`src/rtl/skid_slice.sv`:
```
// Two-entry valid/ready register slice with skid buffer.
// Outputs depend only on registered state, so no input-to-output path exists.
module skid_slice #(
    parameter int unsigned     DW      = 32,
    parameter logic [DW-1:0]   DEFAULT = '0
) (
    input  logic          clk,
    input  logic          rst_n,
    input  logic          flush_i,
    input  logic          s_valid_i,
    input  logic [DW-1:0] s_data_i,
    output logic          s_ready_o,
    output logic          m_valid_o,
    output logic [DW-1:0] m_data_o,
    input  logic          m_ready_i,
    output logic [1:0]    level_o
);

    // Encoding equals the number of words held.
    typedef enum logic [1:0] {
        EMPTY = 2'd0,
        BUSY  = 2'd1,
        FULL  = 2'd2
    } state_t;

    state_t        state_q;
    state_t        state_d;
    logic [DW-1:0] main_q;
    logic [DW-1:0] skid_q;
    logic          s_fire;
    logic          m_fire;
    logic          ld_main_in;
    logic          ld_main_skid;
    logic          ld_skid;

    // State register
    always_ff @(posedge clk or negedge rst_n) begin
        if (!rst_n) begin
            state_q <= EMPTY;
        end else begin
            state_q <= state_d;
        end
    end

    // Next state and data-path load enables
    always_comb begin
        state_d      = state_q;
        ld_main_in   = 1'b0;
        ld_main_skid = 1'b0;
        ld_skid      = 1'b0;
        s_fire       = s_valid_i & s_ready_o;
        m_fire       = m_valid_o & m_ready_i;
        if (flush_i) begin
            state_d = EMPTY;
        end else begin
            case (state_q)
                EMPTY: begin
                    if (s_fire) begin
                        ld_main_in = 1'b1;
                        state_d    = BUSY;
                    end
                end
                BUSY: begin
                    if (s_fire && m_fire) begin
                        ld_main_in = 1'b1;
                    end else if (s_fire) begin
                        ld_skid = 1'b1;
                        state_d = FULL;
                    end else if (m_fire) begin
                        state_d = EMPTY;
                    end
                end
                FULL: begin
                    if (m_fire) begin
                        ld_main_skid = 1'b1;
                        state_d      = BUSY;
                    end
                end
                default: state_d = EMPTY;
            endcase
        end
    end

    // Outputs decoded from state
    always_comb begin
        m_valid_o = 1'b0;
        s_ready_o = 1'b1;
        level_o   = 2'd0;
        case (state_q)
            BUSY: begin
                m_valid_o = 1'b1;
                level_o   = 2'd1;
            end
            FULL: begin
                m_valid_o = 1'b1;
                s_ready_o = 1'b0;
                level_o   = 2'd2;
            end
            default: begin
                m_valid_o = 1'b0;
                s_ready_o = 1'b1;
                level_o   = 2'd0;
            end
        endcase
    end

    // Data registers; flush restores the reset contents
    always_ff @(posedge clk or negedge rst_n) begin
        if (!rst_n) begin
            main_q <= DEFAULT;
            skid_q <= DEFAULT;
        end else if (flush_i) begin
            main_q <= DEFAULT;
            skid_q <= DEFAULT;
        end else begin
            if (ld_main_in) begin
                main_q <= s_data_i;
            end else if (ld_main_skid) begin
                main_q <= skid_q;
            end
            if (ld_skid) begin
                skid_q <= s_data_i;
            end
        end
    end

    assign m_data_o = main_q;

endmodule
```
`config.mk`:
```
export PLATFORM = sky130hd
export DESIGN_NAME = skid_slice
export DESIGN_NICKNAME = d
export VERILOG_FILES = /design/src/rtl/skid_slice.sv
export SDC_FILE = /design/constraint.sdc
export NUM_CORES = 1
export LEC_CHECK = 0
export ABC_AREA = 1
export CAP_MARGIN = 30
export CORE_ASPECT_RATIO = 1.4
export CORE_MARGIN = 5
export CORE_UTILIZATION = 47
export CTS_BUF_LIST = sky130_fd_sc_hd__clkbuf_4
export DETAILED_ROUTE_END_ITERATION = 6
export GPL_TIMING_DRIVEN = 1
export PLACE_DENSITY = 0.83
export RECOVER_POWER = 50
export SLEW_MARGIN = 40
export SYNTH_ARGS = -nofsm -noshare
export SYNTH_HDL_FRONTEND = slang
export SYNTH_SLANG_ARGS = --single-unit
```
`constraint.sdc`:
```
create_clock -name clk -period 1.9 [get_ports clk]
set_input_delay 0.38 -clock clk [delete_from_list [all_inputs] [get_ports clk]]
set_output_delay 0.38 -clock clk [all_outputs]
set_load 0.1 [all_outputs]
```
==> impl_metrics.ini <==
[detailed_routing]
vias = 2780
wl_met1_mm = 3.10
antenna_left = 0
wl_met2_mm = 3.96
topRoutingLayerUsed = met4
wl_met3_um = 435
wl_mm = 7.66
wl_per_cell_um = 14.2
viasPerCell = 5.16
drt_iter0_drc = 147
first_pass_iters = 4
drcViolationCount = 0

[power]
p_leak_uw = 0.00211
p_per_area_nw_per_um2 = 1210
finalPower_uw = 4950
worst_ir_drop_vdd_mv = 0.746

[cts]
clkLatencyLatePin_ns = 0.41
tritoncts = done
clockRootBuffer = clkbuf_4
htree_levels = 3
cts_buffer_depth = 2
numCtsBuffers = 9
cts.sink_count = 66
clk_pin_slew_worst_paths_ns = 0.11

[placed_design]
placedCellCount = 520
dpl_worst_slack_ns = -0.0256
hpwl_mm = 5.45
port_buffers = 72
gp_congestion = 0.841

[sta]
hold_violations = 0
setup_viol = 0
finalWorstSetupSlack_ns = 0.0640
fmax_mhz = 545
max_slew_margin = 0.392
fin_crit_ns = 1.84
tightest_slew_ns = 0.912
min_period_over_period = 0.966
fin_skew_ns = 0.00924
finalSetupTns_ns = 0
slew_viol_final = 0
rsz0062_at_grt = no

[cells_and_area]
regArea_um2 = 1650
fin_cells = 539
final_common_cell = nand2_1
final_util = 0.620
area_growth_pct = 29.8
drive_above_1_share = 0.176
fill_cells = 552
mostFrequentLayoutCells = nand2_1 (104), inv_1 (67), dfrtp_1 (66), nand3_1 (35), clkdlybuf4s50_1 (35)
multi_input_area_um2 = 1130
final_nets = 501
diodes = 0

[critical_path]
path_class = reg2out
r2r-start = state_q[0]
critical_path_peak_fanout = 4
crit_end = s_ready_o
crit_buf_inv = 3
reg2reg_to = m_data_o[1]
cp-end-kind = primary output
startpoint = state_q[0]
critPathMaxStageDelay_ns = 0.44
critPathSlowestCell = dfrtp_1
crit_cells = 4
cp_cell_sequence = inv_2 > ha_4 > clkinvlp_4 > buf_12
critical_path_required_ns = 1.52
rr_worst_depth = 10
cp.arrival_ns = 1.46
critical_path.top_delay_family = flip-flops
r2r_setup_slack_ns = 0.12
cp-start-kind = flop

[logic_synthesis]
synth_seq_cells = 66
yosys_warnings = 0
avgSynthCellArea_um2 = 8.28
synth_largest_area_cell = dfrtp_1
yosysSeqAreaShare = 0.526
synth.cell_area_um2 = 3140
synth_area_leaders = dfrtp_1 (53%), nand2_1 (13%), inv_1 (8.4%)
synthCells = 379
synth_top_cell_area_share = 0.526
yosysUniqueCellTypes = 19
synth_nets = 420

[grt]
grt_pass1_wl_mm = 12.6
grt_pass1_vias = 2772
grt_max_degree = 38
track_usage = 0.189
grt_overflow = 0
antenna_found_initial = 0

[die]
start_util = 0.478
core_um2 = 6570
fp.dieArea_um2 = 8440
dieWidth_um = 79.1
ios = 73
die_h_um = 107
rows = 35

[worst_hold_path]
hp-class = reg2reg
hp-start = m_data_o[11]

[run_status]
status = complete, no violations

[flow_run]
maxCapViolations = 0
-- tightest hold or removal path: stages (launching register included) --
cell	delay [ns]
dfrtp_1	0.35
nand2_1	0.05
o21ai_1	0.06
-- what timing repair did --
item	CTS	global route
hold buffers	1	0
hold endpoints to repair	29	0
setup buffers	0	2
resized for setup	1	2
setup endpoints to repair	1	17
-- synthesized netlist by cell type --
cell	count
a21oi_1	1
buf_2	14
buf_4	2
buf_6	3
clkbuf_1	2
dfrtp_1	66
ha_1	4
inv_1	70
nand2_1	105
nand2_2	1
nand2_4	2
nand3_1	35
nand3_4	2
nand4_1	2
nor2_1	3
nor2_4	2
o21ai_0	4
o21ai_1	30
o22ai_1	31
-- state kept, by name, indices dropped and copies added, names as in the netlist --
name	count
m_data_o	32
state_q	2
skid_q	32
-- worst min path at each step --
stage          slack [ns]  cells after the start            to
6_report             0.50                      2  m_data_o[11]
5_1_grt              0.54                      2  m_data_o[19]
4_1_cts              0.50                      2  m_data_o[11]
3_5_place_dp         0.43                      2     skid_q[4]
3_3_place_gp         0.42                      2     skid_q[4]
2_1_floorplan        0.08                      0   m_data_o[0]
-- final cells by class --
cell class	instances	area share
timing repair buffer	91	0.201
clock buffer	10	0.0184
inverter	70	0.0654
sequential	66	0.405
multi-input combinational	222	0.279
clock inverter	6	0.00829
tap	74	0.0227
-- logic make-up (layout without fill, tap and decap cells) --
kind of cell | after synthesis | count (layout) | synth area share
flops | 66 | 66 | 0.526
compound gates | 66 | 66 | 0.118
simple gates | 152 | 152 | 0.216
fa+ha+maj | 4 | 4 | 0.0159
buf+inv | 91 | 177 | 0.124
-- power by group --
group	leakage, uW	switching [uW]	internal (uW)
Clock	0.0000596	510	272
Sequential	0.000904	101	1590
Combinational	0.00114	1770	694
Total	0.00211	2380	2560
-- stage by stage --
step	hold WS (ns)	instance area, um2
after detailed placement	0.435	4000
after global placement	0.421	4000
after floorplan	0.0844	3170
final	0.498	4070
after CTS	0.503	4110
after global routing	0.535	4070
-- layer usage --
metal | global-route usage | vias up
met5 | 0 | -
met4 | 0.0848 | 0
met3 | 0.0429 | 16
met2 | 0.328 | 91
met1 | 0.220 | 1311
li1 | - | 1362
No activity file was read; power rests on OpenSTA's default activity.
